## config.mk

```make
export PLATFORM = sky130hd
export DESIGN_NAME = line_pair_feeder_flat
export DESIGN_NICKNAME = d
export VERILOG_FILES = /design/src/rtl/line_pair_feeder_pkg.sv /design/src/rtl/line_pair_feeder_if.sv /design/src/rtl/line_pair_feeder_skid.sv /design/src/rtl/line_pair_feeder.sv /design/src/flat_wrapper.sv
export SDC_FILE = /design/constraint.sdc
export NUM_CORES = 1
export LEC_CHECK = 0
export CAP_MARGIN = 15
export CORE_AREA = 4 4 84 125
export CTS_BUF_LIST = sky130_fd_sc_hd__clkbuf_8
export CTS_CLUSTER_DIAMETER = 60
export CTS_CLUSTER_SIZE = 12
export DETAILED_ROUTE_END_ITERATION = 6
export DIE_AREA = 0 0 88 129
export PLACE_DENSITY = 0.84
export SYNTH_ARGS = -nofsm -noshare
export SYNTH_HDL_FRONTEND = slang
export SYNTH_HIERARCHICAL = 1
export SYNTH_SLANG_ARGS = --single-unit
export TNS_END_PERCENT = 100
```

## constraint.sdc

```tcl
create_clock -name clk_i -period 3 [get_ports clk_i]
set_input_delay 0.6 -clock clk_i [delete_from_list [all_inputs] [get_ports clk_i]]
set_output_delay 0.6 -clock clk_i [all_outputs]
set_load 0.005 [all_outputs]
```

## src/rtl/line_pair_feeder_pkg.sv

```systemverilog
// Shared coefficient width, {odd, even} pair type and the feeder's state encodings.
package line_pair_feeder_pkg;

  localparam int DataWidth = 16;

  typedef struct packed {
    logic [DataWidth-1:0] odd;
    logic [DataWidth-1:0] even;
  } pair_t;

  typedef enum logic [1:0] {ST_IDLE, ST_RUN, ST_DRAIN} state_t;

  // Pre-extension pairs, natural pairs, post-extension pairs.
  typedef enum logic [1:0] {PH_PRE, PH_MAIN, PH_POST} phase_t;

endpackage

```

## src/rtl/line_pair_feeder_if.sv

```systemverilog
// Dual-port line memory read side plus the line-pair output stream of the feeder.
interface line_pair_feeder_if #(
  parameter int DataWidth = 16,
  parameter int SideSize  = 16
);
  localparam int AddrWidth = $clog2(SideSize);

  logic                   mem_rd_o;
  logic [AddrWidth-1:0]   mem_even_row_o;
  logic [AddrWidth-1:0]   mem_odd_row_o;
  logic [AddrWidth-1:0]   mem_col_o;
  logic [DataWidth-1:0]   mem_even_i;
  logic [DataWidth-1:0]   mem_odd_i;
  logic                   m_valid_o;
  logic                   m_ready_i;
  logic                   m_sof_o;
  logic                   m_eol_o;
  logic [2*DataWidth-1:0] m_data_o;

  modport master (
    output mem_rd_o, mem_even_row_o, mem_odd_row_o, mem_col_o,
    input  mem_even_i, mem_odd_i,
    output m_valid_o, m_sof_o, m_eol_o, m_data_o,
    input  m_ready_i
  );

  modport slave (
    input  mem_rd_o, mem_even_row_o, mem_odd_row_o, mem_col_o,
    output mem_even_i, mem_odd_i,
    input  m_valid_o, m_sof_o, m_eol_o, m_data_o,
    output m_ready_i
  );
endinterface

```

## src/rtl/line_pair_feeder_skid.sv

```systemverilog
// Two-entry output buffer with empty bypass: zero latency when empty, holds up to two stalled beats.
// No input ready; the producer issues only while room is high (room counts the datum arriving now).
module skid_buffer #(
  parameter int Width = 34
) (
  input  logic             clk_i,
  input  logic             rst_i,
  input  logic             s_vld,
  input  logic [Width-1:0] s_dat,
  output logic             m_vld,
  input  logic             m_rdy,
  output logic [Width-1:0] m_dat,
  output logic [1:0]       level,
  output logic             room
);
  logic [Width-1:0] mem_q [2];
  logic             rd_ptr_q;
  logic             wr_ptr_q;
  logic [1:0]       cnt_q;
  logic             push;
  logic             pop;

  // A fresh datum is stored only if it cannot leave straight through the bypass.
  assign push  = s_vld && !((cnt_q == 2'd0) && m_rdy);
  assign pop   = (cnt_q != 2'd0) && m_rdy;
  assign m_vld = (cnt_q != 2'd0) || s_vld;
  assign m_dat = (cnt_q != 2'd0) ? mem_q[rd_ptr_q] : s_dat;
  assign level = cnt_q;
  assign room  = (cnt_q == 2'd0) || ((cnt_q == 2'd1) && !s_vld);

  always_ff @(posedge clk_i) begin
    if (rst_i) begin
      cnt_q    <= 2'd0;
      rd_ptr_q <= 1'b0;
      wr_ptr_q <= 1'b0;
      for (int i = 0; i < 2; i++) mem_q[i] <= '0;
    end else begin
      if (push) begin
        mem_q[wr_ptr_q] <= s_dat;
        wr_ptr_q        <= ~wr_ptr_q;
      end
      if (pop) rd_ptr_q <= ~rd_ptr_q;
      cnt_q <= cnt_q + {1'b0, push} - {1'b0, pop};
    end
  end
endmodule

```

## src/rtl/line_pair_feeder.sv

```systemverilog
// Streams a tile as symmetric-extended (even, odd) row pairs, column by column; first read 1 cycle
// and first beat 2 cycles after start. Stalls hold the beat stable; reads pause while the skid is full.
module line_pair_feeder
  import line_pair_feeder_pkg::*;
#(
  parameter int DataWidth = line_pair_feeder_pkg::DataWidth,
  parameter int SideSize  = 16
) (
  input  logic               clk_i,
  input  logic               rst_i,
  input  logic               start_i,
  output logic               busy_o,
  output logic               done_o,
  line_pair_feeder_if.master bus
);
  localparam int AddrWidth    = $clog2(SideSize);
  localparam int PayloadWidth = 2*DataWidth + 2;
  localparam logic [AddrWidth-1:0] LastCol  = AddrWidth'(SideSize - 1);
  localparam logic [AddrWidth-1:0] LastEven = AddrWidth'(SideSize - 2);
  localparam logic [AddrWidth-1:0] One      = AddrWidth'(1);
  localparam logic [AddrWidth-1:0] Two      = AddrWidth'(2);
  localparam logic [AddrWidth-1:0] Four     = AddrWidth'(4);

  state_t                  state_q, state_d;
  phase_t                  phase_q;
  logic                    second_q;
  logic [AddrWidth-1:0]    even_q;
  logic [AddrWidth-1:0]    col_q;
  logic                    rd, rd_q, sof_q, eol_q, done_q;
  logic                    room, last_rd, final_beat;
  logic [1:0]              level;
  logic                    out_vld;
  logic [PayloadWidth-1:0] out_dat;

  assign last_rd    = (phase_q == PH_POST) && second_q && (col_q == LastCol);
  // Exactly one beat left: either the last read is still in flight or it sits alone in the skid.
  assign final_beat = ((level == 2'd0) && rd_q) || ((level == 2'd1) && !rd_q);

  always_comb begin
    state_d = state_q;
    rd      = 1'b0;
    case (state_q)
      ST_IDLE:  if (start_i) state_d = ST_RUN;
      ST_RUN: begin
        rd = room;
        if (room && last_rd) state_d = ST_DRAIN;
      end
      ST_DRAIN: if (out_vld && bus.m_ready_i && final_beat) state_d = ST_IDLE;
      default:  state_d = ST_IDLE;
    endcase
  end

  always_ff @(posedge clk_i) begin
    if (rst_i) begin
      state_q <= ST_IDLE;
      done_q  <= 1'b0;
      rd_q    <= 1'b0;
      sof_q   <= 1'b0;
      eol_q   <= 1'b0;
    end else begin
      state_q <= state_d;
      done_q  <= (state_q == ST_DRAIN) && (state_d == ST_IDLE);
      rd_q    <= rd;
      sof_q   <= rd && (phase_q == PH_PRE) && !second_q && (col_q == '0);
      eol_q   <= rd && (col_q == LastCol);
    end
  end

  // Even row walks 4,2 / 0..N-2 / N-2,N-4; the odd row is its neighbour, above or below by phase.
  always_ff @(posedge clk_i) begin
    if (rst_i) begin
      phase_q  <= PH_MAIN;
      second_q <= 1'b0;
      even_q   <= '0;
      col_q    <= '0;
    end else if ((state_q == ST_IDLE) && start_i) begin
      phase_q  <= PH_PRE;
      second_q <= 1'b0;
      even_q   <= Four;
      col_q    <= '0;
    end else if (rd) begin
      if (col_q == LastCol) begin
        col_q <= '0;
        case (phase_q)
          PH_PRE: begin
            if (second_q) begin
              phase_q  <= PH_MAIN;
              second_q <= 1'b0;
              even_q   <= '0;
            end else begin
              second_q <= 1'b1;
              even_q   <= even_q - Two;
            end
          end
          PH_MAIN: begin
            if (even_q == LastEven) phase_q <= PH_POST;
            else                    even_q  <= even_q + Two;
          end
          default: begin
            if (!second_q) begin
              second_q <= 1'b1;
              even_q   <= even_q - Two;
            end
          end
        endcase
      end else begin
        col_q <= col_q + One;
      end
    end
  end

  skid_buffer #(.Width(PayloadWidth)) u_skid (
    .clk_i (clk_i),
    .rst_i (rst_i),
    .s_vld (rd_q),
    .s_dat ({eol_q, sof_q, bus.mem_odd_i, bus.mem_even_i}),
    .m_vld (out_vld),
    .m_rdy (bus.m_ready_i),
    .m_dat (out_dat),
    .level (level),
    .room  (room)
  );

  assign bus.mem_rd_o       = rd;
  assign bus.mem_even_row_o = even_q;
  assign bus.mem_odd_row_o  = (phase_q == PH_MAIN) ? even_q + One : even_q - One;
  assign bus.mem_col_o      = col_q;
  assign bus.m_valid_o      = out_vld;
  assign bus.m_data_o       = out_dat[2*DataWidth-1:0];
  assign bus.m_sof_o        = out_vld && out_dat[2*DataWidth];
  assign bus.m_eol_o        = out_vld && out_dat[2*DataWidth+1];
  assign busy_o             = (state_q != ST_IDLE);
  assign done_o             = done_q;
endmodule
```

## src/flat_wrapper.sv

```systemverilog
// flat-port wrapper written by rule: the top's interface ports become plain ports
module line_pair_feeder_flat import line_pair_feeder_pkg::*;
#(
  parameter int DataWidth = line_pair_feeder_pkg::DataWidth,
  parameter int SideSize  = 16
)
  (clk_i, rst_i, start_i, busy_o, done_o, bus_mem_rd_o, bus_mem_even_row_o, bus_mem_odd_row_o, bus_mem_col_o, bus_mem_even_i, bus_mem_odd_i, bus_m_valid_o, bus_m_sof_o, bus_m_eol_o, bus_m_data_o, bus_m_ready_i);
  line_pair_feeder_if #(.DataWidth(DataWidth), .SideSize(SideSize)) bus_i ();
  input  logic clk_i;
  input  logic rst_i;
  input  logic start_i;
  output logic busy_o;
  output logic done_o;
  output wire logic [$bits(bus_i.mem_rd_o)-1:0] bus_mem_rd_o;
  output wire logic [$bits(bus_i.mem_even_row_o)-1:0] bus_mem_even_row_o;
  output wire logic [$bits(bus_i.mem_odd_row_o)-1:0] bus_mem_odd_row_o;
  output wire logic [$bits(bus_i.mem_col_o)-1:0] bus_mem_col_o;
  input wire logic [$bits(bus_i.mem_even_i)-1:0] bus_mem_even_i;
  input wire logic [$bits(bus_i.mem_odd_i)-1:0] bus_mem_odd_i;
  output wire logic [$bits(bus_i.m_valid_o)-1:0] bus_m_valid_o;
  output wire logic [$bits(bus_i.m_sof_o)-1:0] bus_m_sof_o;
  output wire logic [$bits(bus_i.m_eol_o)-1:0] bus_m_eol_o;
  output wire logic [$bits(bus_i.m_data_o)-1:0] bus_m_data_o;
  input wire logic [$bits(bus_i.m_ready_i)-1:0] bus_m_ready_i;
  assign bus_mem_rd_o = bus_i.mem_rd_o;
  assign bus_mem_even_row_o = bus_i.mem_even_row_o;
  assign bus_mem_odd_row_o = bus_i.mem_odd_row_o;
  assign bus_mem_col_o = bus_i.mem_col_o;
  assign bus_i.mem_even_i = bus_mem_even_i;
  assign bus_i.mem_odd_i = bus_mem_odd_i;
  assign bus_m_valid_o = bus_i.m_valid_o;
  assign bus_m_sof_o = bus_i.m_sof_o;
  assign bus_m_eol_o = bus_i.m_eol_o;
  assign bus_m_data_o = bus_i.m_data_o;
  assign bus_i.m_ready_i = bus_m_ready_i;
  line_pair_feeder #(.DataWidth(DataWidth), .SideSize(SideSize)) u_core (.clk_i(clk_i), .rst_i(rst_i), .start_i(start_i), .busy_o(busy_o), .done_o(done_o), .bus(bus_i));
endmodule
```

Yosys cells after proc, flatten, opt, wreduce, memory -nomap -nowiden
Memory sizes are Yosys's and may differ from the RTL's. A register that Yosys moved wholly into a read port is not among the register bits.
Cells that the tools add are included.
{"block": "word_totals", "regBits": 21, "mem_bits_rw": 68, "output_inout_bits": 50, "elab_cells": 115, "memories": 1}
{"block": "classes", "n_addsub": 7, "eq_ne": 15, "mux": 33, "bitwise": 3, "n_reduce_logical": 42}
{"memory": "u_core.u_skid.mem_q", "depth": 2, "width": 34, "read_ports": 1, "rd_clocked_by_memory_dff": 1, "write_ports": 2, "line_no": "line_pair_feeder_skid.sv:16", "rtl": "logic [Width-1:0] mem_q [2];"}
{"cell": "two-way mux 34 bit", "count": 2}
{"cell": "OR reduction 34 bit", "count": 1}
{"cell": "two-way mux 4 bit", "count": 5}
{"cell": "logical AND 1 bit", "count": 18}
{"cell": "two-way mux 1 bit", "count": 14}
{"cell": "two-way mux 2 bit", "count": 5}
{"cell": "AND reduction 5 bit", "count": 2}
{"cell": "nonzero test 2 bit", "count": 5}
{"cell": "two-way mux 3 bit", "count": 3}
{"cell": "adder 4 x 1 -> 4 bit (second input constant)", "count": 2}
{"cell": "== test 4 bit (second input constant)", "count": 2}
{"cell": "zero test 2 bit", "count": 4}
{"cell": "one-hot mux 4 bit (2 select lines)", "count": 1}
{"cell": "AND reduction 4 bit", "count": 2}
{"cell": "== test 2 x 1 -> 1 bit (second input constant)", "count": 3}
{"cell": "inequality test 3 x 2 -> 1 bit (second input constant)", "count": 2}
{"cell": "one-hot mux 2 bit (3 select lines)", "count": 1}
{"cell": "adder 4 x 2 -> 4 bit (second input constant)", "count": 1}
{"cell": "== test 2 bit (second input constant)", "count": 2}
{"cell": "zero test 4 bit", "count": 1}
{"cell": "inequality test 2 x 1 -> 1 bit (second input constant)", "count": 2}
{"cell": "inequality test 4 bit (second input constant)", "count": 1}
{"cell": "one-hot mux 2 bit (2 select lines)", "count": 1}
{"cell": "subtractor 4 x 1 -> 4 bit (second input constant)", "count": 1}
{"cell": "other kinds (13)", "count": 19}

Depth between registers and ports, before layout
Gate-level depths: netlist of run 1.
{"block": "depth", "ltp_word": 9, "depth_mapped": 7}

By module
Netlist of run 1, hierarchy kept.
{"module": "skid_buffer", "instances": 1, "cells_per_inst": 290, "area_each_um2": 3627.2, "seq_area_each_um2": 2142.1}
{"module": "line_pair_feeder", "instances": 1, "cells_per_inst": 113, "area_each_um2": 993.5, "seq_area_each_um2": 340.3}

Worst setup path before layout of run 1
OpenSTA, ideal clock, no wires.
{"block": "synth_timing", "kind": "input-to-reg", "from": "input rst_i", "to": "memory u_core.u_skid.mem_q[1][0], enable pin", "arrival_time_ns": 1.976, "slack_ns": 0.632, "stages": 4, "path_cell_list": "clkbuf_1 and4b_1 buf_6 or2_1"}
{"item": "start: declaration", "line_no": "flat_wrapper.sv:10", "rtl": "input logic rst_i;"}
{"item": "end: declaration", "line_no": "line_pair_feeder_skid.sv:16"}

Worst setup path in the final report of run 1
{"block": "layout_timing", "from": "register u_core.phase_q[1]", "to": "output bus_mem_odd_row_o[2]"}
{"block": "layout_via", "elab_chain_cells": 2}
{"item": "start: declaration", "line_no": "line_pair_feeder.sv:25", "rtl": "phase_t phase_q;"}
{"item": "start signal: assignment", "line_no": "line_pair_feeder.sv:72", "rtl": "phase_q <= PH_MAIN;"}
{"item": "start signal: assignment", "line_no": "line_pair_feeder.sv:77", "rtl": "phase_q <= PH_PRE;"}
{"item": "start signal: assignment", "line_no": "line_pair_feeder.sv:87", "rtl": "phase_q <= PH_MAIN;"}
{"item": "== test 2 x 1 -> 1 bit", "line_no": "line_pair_feeder.sv:126", "rtl": "assign bus.mem_odd_row_o = (phase_q == PH_MAIN) ? even_q + One : even_q - One;"}
{"item": "two-way mux 4 bit", "line_no": "line_pair_feeder.sv:126"}
{"item": "end: declaration", "line_no": "flat_wrapper.sv:16", "rtl": "output wire logic [$bits(bus_i.mem_odd_row_o)-1:0] bus_mem_odd_row_o;"}
Every way passes these cells.

==> metrics.cfg, run 1 <==
[synthesis]
yosysTopAreaCell=edfxtp_1
ys.flop_type=edfxtp_1
yosys.area_share.simple_pct=21.9
synth_edf_count=68
ys_ff_latch=90
avgSynthCellArea_um2=11.5
synth_xor_area_share_pct=1.52
synthTopCellsByArea=edfxtp_1 44%, dfxtp_1 9.5%, mux2i_1 7.6%
seq_area_frac_synth_pct=53.7
yosys.cell_types.count=55
synth_top_family_by_area=simple AND/OR/NAND/NOR gates
synth_warnings=6
syn-cell-area_mm2=0.00462
async_reset_ff_share_pct=0
synth_fp_nets=448
syn_inst=403
synthAdderAreaFrac_pct=2.60
synth_compound_area_share_pct=7.34
yosysTopAreaCellShare_pct=44.2
synthMuxAreaShare_pct=7.83

[timing]
period_minus_slack_ns=2.72
finalSetupTns_ns=0
setup_violations=0
worst_pin_slew_ns=1.07
finalHoldViolCount=0
timing.slew.headroom_pct=29.0
period_share_pct=90.8
fmax_mhz=367
rsz0062_at_grt=false
fin_skew_ns=0.0101
slew_violations=0

[route]
drcViolationCount=0
vias=3144
wl_per_cell_um=15.9
routed_wl_um=9430
dr.pass1.iters=4
viasPerCell=5.29
ant_nets=0
drt_first_iter_violations=106

[global_route]
globalRouteMet1Util_pct=18.9
busiest_layer=met2
grt_overflow=0
first_global_vias=3186
track_usage_pct=17.4
grt_start_max_net_pins=69
met2_usage_pct=31.6
antenna_found_initial=0
grt_pass1_wl_um=15100
use_met3_pct=4.80

[cts]
cts.sink_count=90
cts-root-buf=clkbuf_8
clk_latency_ns=0.34
ctsHoldBuffers=0
numCtsBuffers=9
htreeDepth=3
clockBufferDepth=2
postCtsSetupBuffers=0
clk_pin_slew_ns=0.08
cts_tree=built

[setup_path]
cp.arrival_ns=2.12
slowest_delay_ns=0.55
critPathKind=reg -> out
start_kind=flip-flop
cp.required_ns=2.40
cp_max_fo=9
cp_num_buf_inv=2
path_cells=nand2b_4, inv_1, fa_1, xnor2_1, clkdlybuf4s50_1
slowest_stage=clkdlybuf4s50_1
critPathTopFamily=buffers and inverters
worstSetupEndpointType=output port

[cells_and_area]
multi_input_area_mm2=0.00190
diodes=0
fill_cells=793
drive_gt1_share_pct=13.5
final_common_cell=clkdlybuf4s50_1
final-seq-area_mm2=0.00249
syn2layout_area_growth_pct=22.6
final_cell_mix=84 x clkdlybuf4s50_1, 68 x edfxtp_1, 47 x nor2_1, 42 x a21oi_1, 37 x and2_1
fin_nets=522

[placed_design]
numPortBuffers=85
gp_congestion=0.826
dp_hpwl_um=6440

[run]
maxCapViolCount=0

[power_and_ir_drop]
pwr_density_cell_mw_per_mm2=508
p_switching_uw=722
leakage_nw=2.11
power_frac_seq_pct=50.1
p_int_mw=2.16
switching_share_pct=25.1
p_clk_share_pct=25.8
combinationalPowerShare_pct=24.1
peakVddDrop_v=0.000272
finalPower_mw=2.88

[die]
ios=86
dieWidth_um=88
initial_core_util_pct=49.6
core_mm2=0.00931
dieArea_mm2=0.0114
die_h_um=129
row_count=43

[hold_path]
min_path_type=reg -> reg

[status]
status=complete, no violations

==> synthesized netlist by cell type, types with 3 or more instances <==
cell type / n
a21oi_1: 42
nand2_1: 7
or3_1: 3
xnor2_1: 5
mux2i_1: 35
and2_4: 30
dfxtp_1: 22
or2_2: 3
buf_8: 3
xor2_1: 3
and2_1: 37
and3_1: 3
clkbuf_1: 8
buf_6: 6
nand3_1: 3
edfxtp_1: 68
nor2_1: 47
nor3_1: 8
inv_1: 10
buf_2: 8
and2_2: 3
ha_1: 8
==> cell type report <==
| type | instances | area share [%] |
|---|---|---|
| multi-input cells | 275 | 33.6 |
| inverters | 11 | 0.729 |
| well taps | 112 | 2.47 |
| repair buffers | 90 | 16.2 |
| flip-flops and latches | 90 | 43.9 |
| clock inverters | 7 | 0.928 |
| clock buffers | 9 | 2.19 |
==> tightest hold or removal path, cell delays in order (launching register included) <==
cell	delay, ns
dfxtp_1	0.33
xor2_1	0.08
nor2_1	0.08
==> metal layers <==
metal,routed length (um),vias up
li1,-,1548
met1,3590,1498
met2,5150,83
met3,514,15
met4,167,0
met5,0,-
==> registers in the layout (all words and copies together), names as in the netlist, named ones only <==
| name | flops |
|---|---|
| u_core/bus.mem_col_o | 4 |
| u_core/bus.mem_even_row_o | 3 |
| u_core/done_o | 1 |
| u_core/eol_q | 1 |
| u_core/phase_q | 2 |
| u_core/rd_q | 1 |
| u_core/second_q | 1 |
| u_core/sof_q | 1 |
| u_core/state_q | 2 |
| u_core/u_skid/level | 2 |
| u_core/u_skid/mem_q | 68 |
| u_core/u_skid/rd_ptr_q | 1 |
| u_core/u_skid/wr_ptr_q | 1 |
==> final timing paths <==
check / from / endpoint / slack, ns / cells past startpoint
worst min register to register: u_core/u_skid/rd_ptr_q$_SDFFE_PP0P_ / flip-flop / 0.52 / 2
worst min-delay path: u_core/u_skid/rd_ptr_q$_SDFFE_PP0P_ / flip-flop / 0.52 / 2
worst max register to register: u_core/u_skid/level[0]$_SDFF_PP0_ / u_core/u_skid/mem_q[0][30]$_SDFFCE_PN0P_ / 1.05 / 3
worst max-delay path: u_core/phase_q[1]$_SDFFE_PP0P_ / bus_mem_odd_row_o[2] / 0.28 / 5
==> kinds of logic (layout without fill, tap and decap cells) <==
| kind of cell | after synthesis | count (layout) |
|---|---|---|
| AOI/OAI and AO/OA | 58 | 58 |
| xor gates and xnor gates | 8 | 8 |
| adders and majority gates | 9 | 9 |
| buffers and inverters | 38 | 117 |
| DFF | 90 | 90 |
| muxes | 36 | 36 |
| and+or+nand+nor | 164 | 164 |
==> power by group through the flow <==
stage / clock (mW) / sequential, mW / combinational (mW)
2_1_floorplan: 0 / 1.45 / 0.355
3_3_place_gp: 0 / 1.47 / 0.686
3_5_place_dp: 0 / 1.47 / 0.701
4_1_cts: 0.767 / 1.44 / 0.706
5_1_grt: 0.821 / 1.45 / 0.766
6_report: 0.742 / 1.44 / 0.695
==> per-stage QoR <==
step	area, um2	hold WS (ns)	cells	utilization (%)	setup WS [ns]
after floorplan	4620	0.472	403	-	0.632
after global placement	5480	0.489	578	58.9	0.347
after detailed placement	5480	0.501	578	58.9	0.274
after CTS	5660	0.519	594	60.8	0.0650
after global routing	5670	0.548	594	60.9	0.0904
final	5670	0.518	594	60.9	0.276
==> what timing repair did <==
item | 4_1_cts | 5_1_grt
setup endpoints to repair | 1 | 1
hold endpoints to repair | 0 | 0
gates resized for setup | 1 | 4
Power figures use the tool's default switching activity.
==> run 2: changes to the inputs <==
Settings changed: SETUP_SLACK_MARGIN set to 0.1.
==> run 2 against run 1 <==
Non-clock buffer count did not move. Hold slack lost 0.00069 ns. Power about the same. Register-to-register slack about the same. Flip-flop and latch count did not move. Die area did not move. Critical path type unchanged. Largest cell class unchanged. Highest routed layer unchanged.
==> metrics.cfg, run 2 (synthesized netlist as in run 1, its figures left out) <==
[timing]
period_share_pct=89.3  ; -1.5 points
setup_violations=0  ; unchanged
fmax_mhz=373  ; +1.7%
worst_pin_slew_ns=1.07  ; +0.000000358 ns
finalSetupTns_ns=0  ; unchanged
fin_skew_ns=0.0102  ; +0.0000818 ns
slew_violations=0  ; unchanged
worst_slack_ns=0.321  ; +0.0445 ns
timing.slew.headroom_pct=29.0  ; about the same
rsz0062_at_grt=false
finalHoldViolCount=0  ; unchanged
period_minus_slack_ns=2.68  ; -0.0445 ns

[cts]
ctsHoldBuffers=0  ; unchanged
clockBufferDepth=2  ; unchanged
numCtsBuffers=9  ; unchanged
cts-root-buf=clkbuf_8
cts.sink_count=90  ; unchanged
clk_pin_slew_ns=0.08  ; about the same
cts_tree=built
clk_latency_ns=0.34  ; about the same
htreeDepth=3  ; unchanged

[setup_path]
slowest_stage=clkdlybuf4s50_1
worstSetupEndpointType=output port
start_kind=flip-flop
critPathTopFamily=buffers and inverters
cp_max_fo=9  ; unchanged
cp.arrival_ns=2.08  ; -0.04 ns
cp.required_ns=2.40  ; about the same
cp_num_buf_inv=2  ; unchanged
reg2reg_from=u_core/u_skid/level[1]$_SDFF_PP0_
path_cells=nand2b_4, inv_2, fa_1, xnor2_1, clkdlybuf4s50_1
critPathLaunch=u_core/phase_q[1]$_SDFFE_PP0P_
r2r_slack_ns=1.06  ; about the same
slowest_delay_ns=0.54  ; about the same
critPathKind=reg -> out

[global_route]
grt_pass1_wl_um=15100  ; +0.50%
first_global_vias=3199  ; +0.41%
track_usage_pct=17.5  ; +0.079 points
antenna_found_initial=0  ; unchanged
grt_start_max_net_pins=69  ; unchanged
grt_overflow=0  ; unchanged

[cells_and_area]
drive_gt1_share_pct=13.9  ; +0.41 points
fin_util_pct=60.9  ; about the same
fin_nets=522  ; unchanged
diodes=0  ; unchanged
final_cell_mix=84 x clkdlybuf4s50_1, 68 x edfxtp_1, 47 x nor2_1, 42 x a21oi_1, 37 x and2_1
top_register=u_core/u_skid/mem_q
syn2layout_area_growth_pct=22.6  ; about the same
final_area_mm2=0.00567  ; about the same
largest_reg_flops=68  ; unchanged
final_common_cell=clkdlybuf4s50_1

[status]
status=complete, no violations

[placed_design]
numPortBuffers=85  ; unchanged
placed_cell_area_mm2=0.00548  ; unchanged
gp_congestion=0.826  ; unchanged
dp_hpwl_um=6440  ; unchanged
place_ws_ns=0.274  ; unchanged

[route]
drt_first_iter_violations=116  ; +9.4%
vias=3130  ; -0.45%
drt-met1-wl_um=3620  ; +0.78%
dr.pass1.iters=4  ; unchanged
routed_wl_um=9430  ; about the same
ant_nets=0  ; unchanged
wl_met2_um=5130  ; -0.41%
drcViolationCount=0  ; unchanged
wl_per_cell_um=15.9  ; about the same
viasPerCell=5.27  ; -0.45%
top_layer=met4
wl_met3_um=499  ; -2.9%

[power_and_ir_drop]
leakage_nw=2.11  ; about the same
pwr_density_cell_mw_per_mm2=508  ; about the same
switching_share_pct=25.1  ; about the same
p_int_mw=2.16  ; about the same
power_frac_seq_pct=50.1  ; about the same
p_switching_uw=722  ; about the same
peakVddDrop_v=0.000272  ; about the same
combinationalPowerShare_pct=24.1  ; about the same
p_clk_share_pct=25.7  ; about the same

[die]
core_mm2=0.00931  ; unchanged
ios=86  ; unchanged
initial_core_util_pct=49.6  ; unchanged
row_count=43  ; unchanged
dieWidth_um=88  ; unchanged
die_h_um=129  ; unchanged
dieArea_mm2=0.0114  ; unchanged

[hold_path]
min_from=u_core/u_skid/rd_ptr_q$_SDFFE_PP0P_
min_path_type=reg -> reg

[run]
maxCapViolCount=0  ; unchanged

run 2: changes by cell type in the layout (fill, tap and decap cells not counted):
cell,change
inv_2,+1
dfxtp_2,+1
dfxtp_1,-1
inv_1,-1
run 2: per-layer routing:
metal | track usage, % | vias up
met3 | 4.87 | 17
met1 | 18.8 | 1486
met4 | 6.41 | 0
met2 | 31.8 | 78
li1 | - | 1549
met5 | 0 | -
run 2: worst paths after layout:
path                            cells after the start                                        to
worst max-delay path                                5                      bus_mem_odd_row_o[2]
worst min-delay path                                2                                 flip-flop
worst max register to register                      3  u_core/u_skid/mem_q[0][30]$_SDFFCE_PN0P_
worst min register to register                      2                                 flip-flop
run 2: power groups by stage:
stage          Sequential (mW)  Clock [mW]  Combinational, mW
6_report                  1.44       0.741              0.695
3_3_place_gp              1.47           0              0.686
3_5_place_dp              1.47           0              0.701
4_1_cts                   1.44       0.767              0.706
5_1_grt                   1.45       0.821              0.766
2_1_floorplan             1.45           0              0.355
run 2: layout make-up:
class                           instances  area [um2]
Fill cell                             792        3640
Sequential cell                        90        2490
Multi-Input combinational cell        275        1900
Timing Repair Buffer                   90         916
Tap cell                              112         140
Clock buffer                            9         124
Clock inverter                          7        52.6
Inverter                               11        41.3
run 2: repair_timing:
action,4_1_cts,5_1_grt
endpoints found under the hold margin,0,0
endpoints found under the setup margin,1,2
resized for setup,4,3
setup buffers,0,0
run 2: stage by stage:
stage / instances / hold slack, ns / total power, mW
after detailed placement: 578 / 0.501 / 2.17
after global routing: 594 / 0.548 / 3.04
after CTS: 594 / 0.519 / 2.92
after global placement: 578 / 0.489 / 2.16
final: 594 / 0.517 / 2.88
after floorplan: 403 / 0.472 / 1.80
run 2: worst register-to-register path, cell delays in order (launching register included):
cell,delay [ns]
dfxtp_1,0.37
or3b_4,0.43
and3_1,0.53
and2_1,0.37
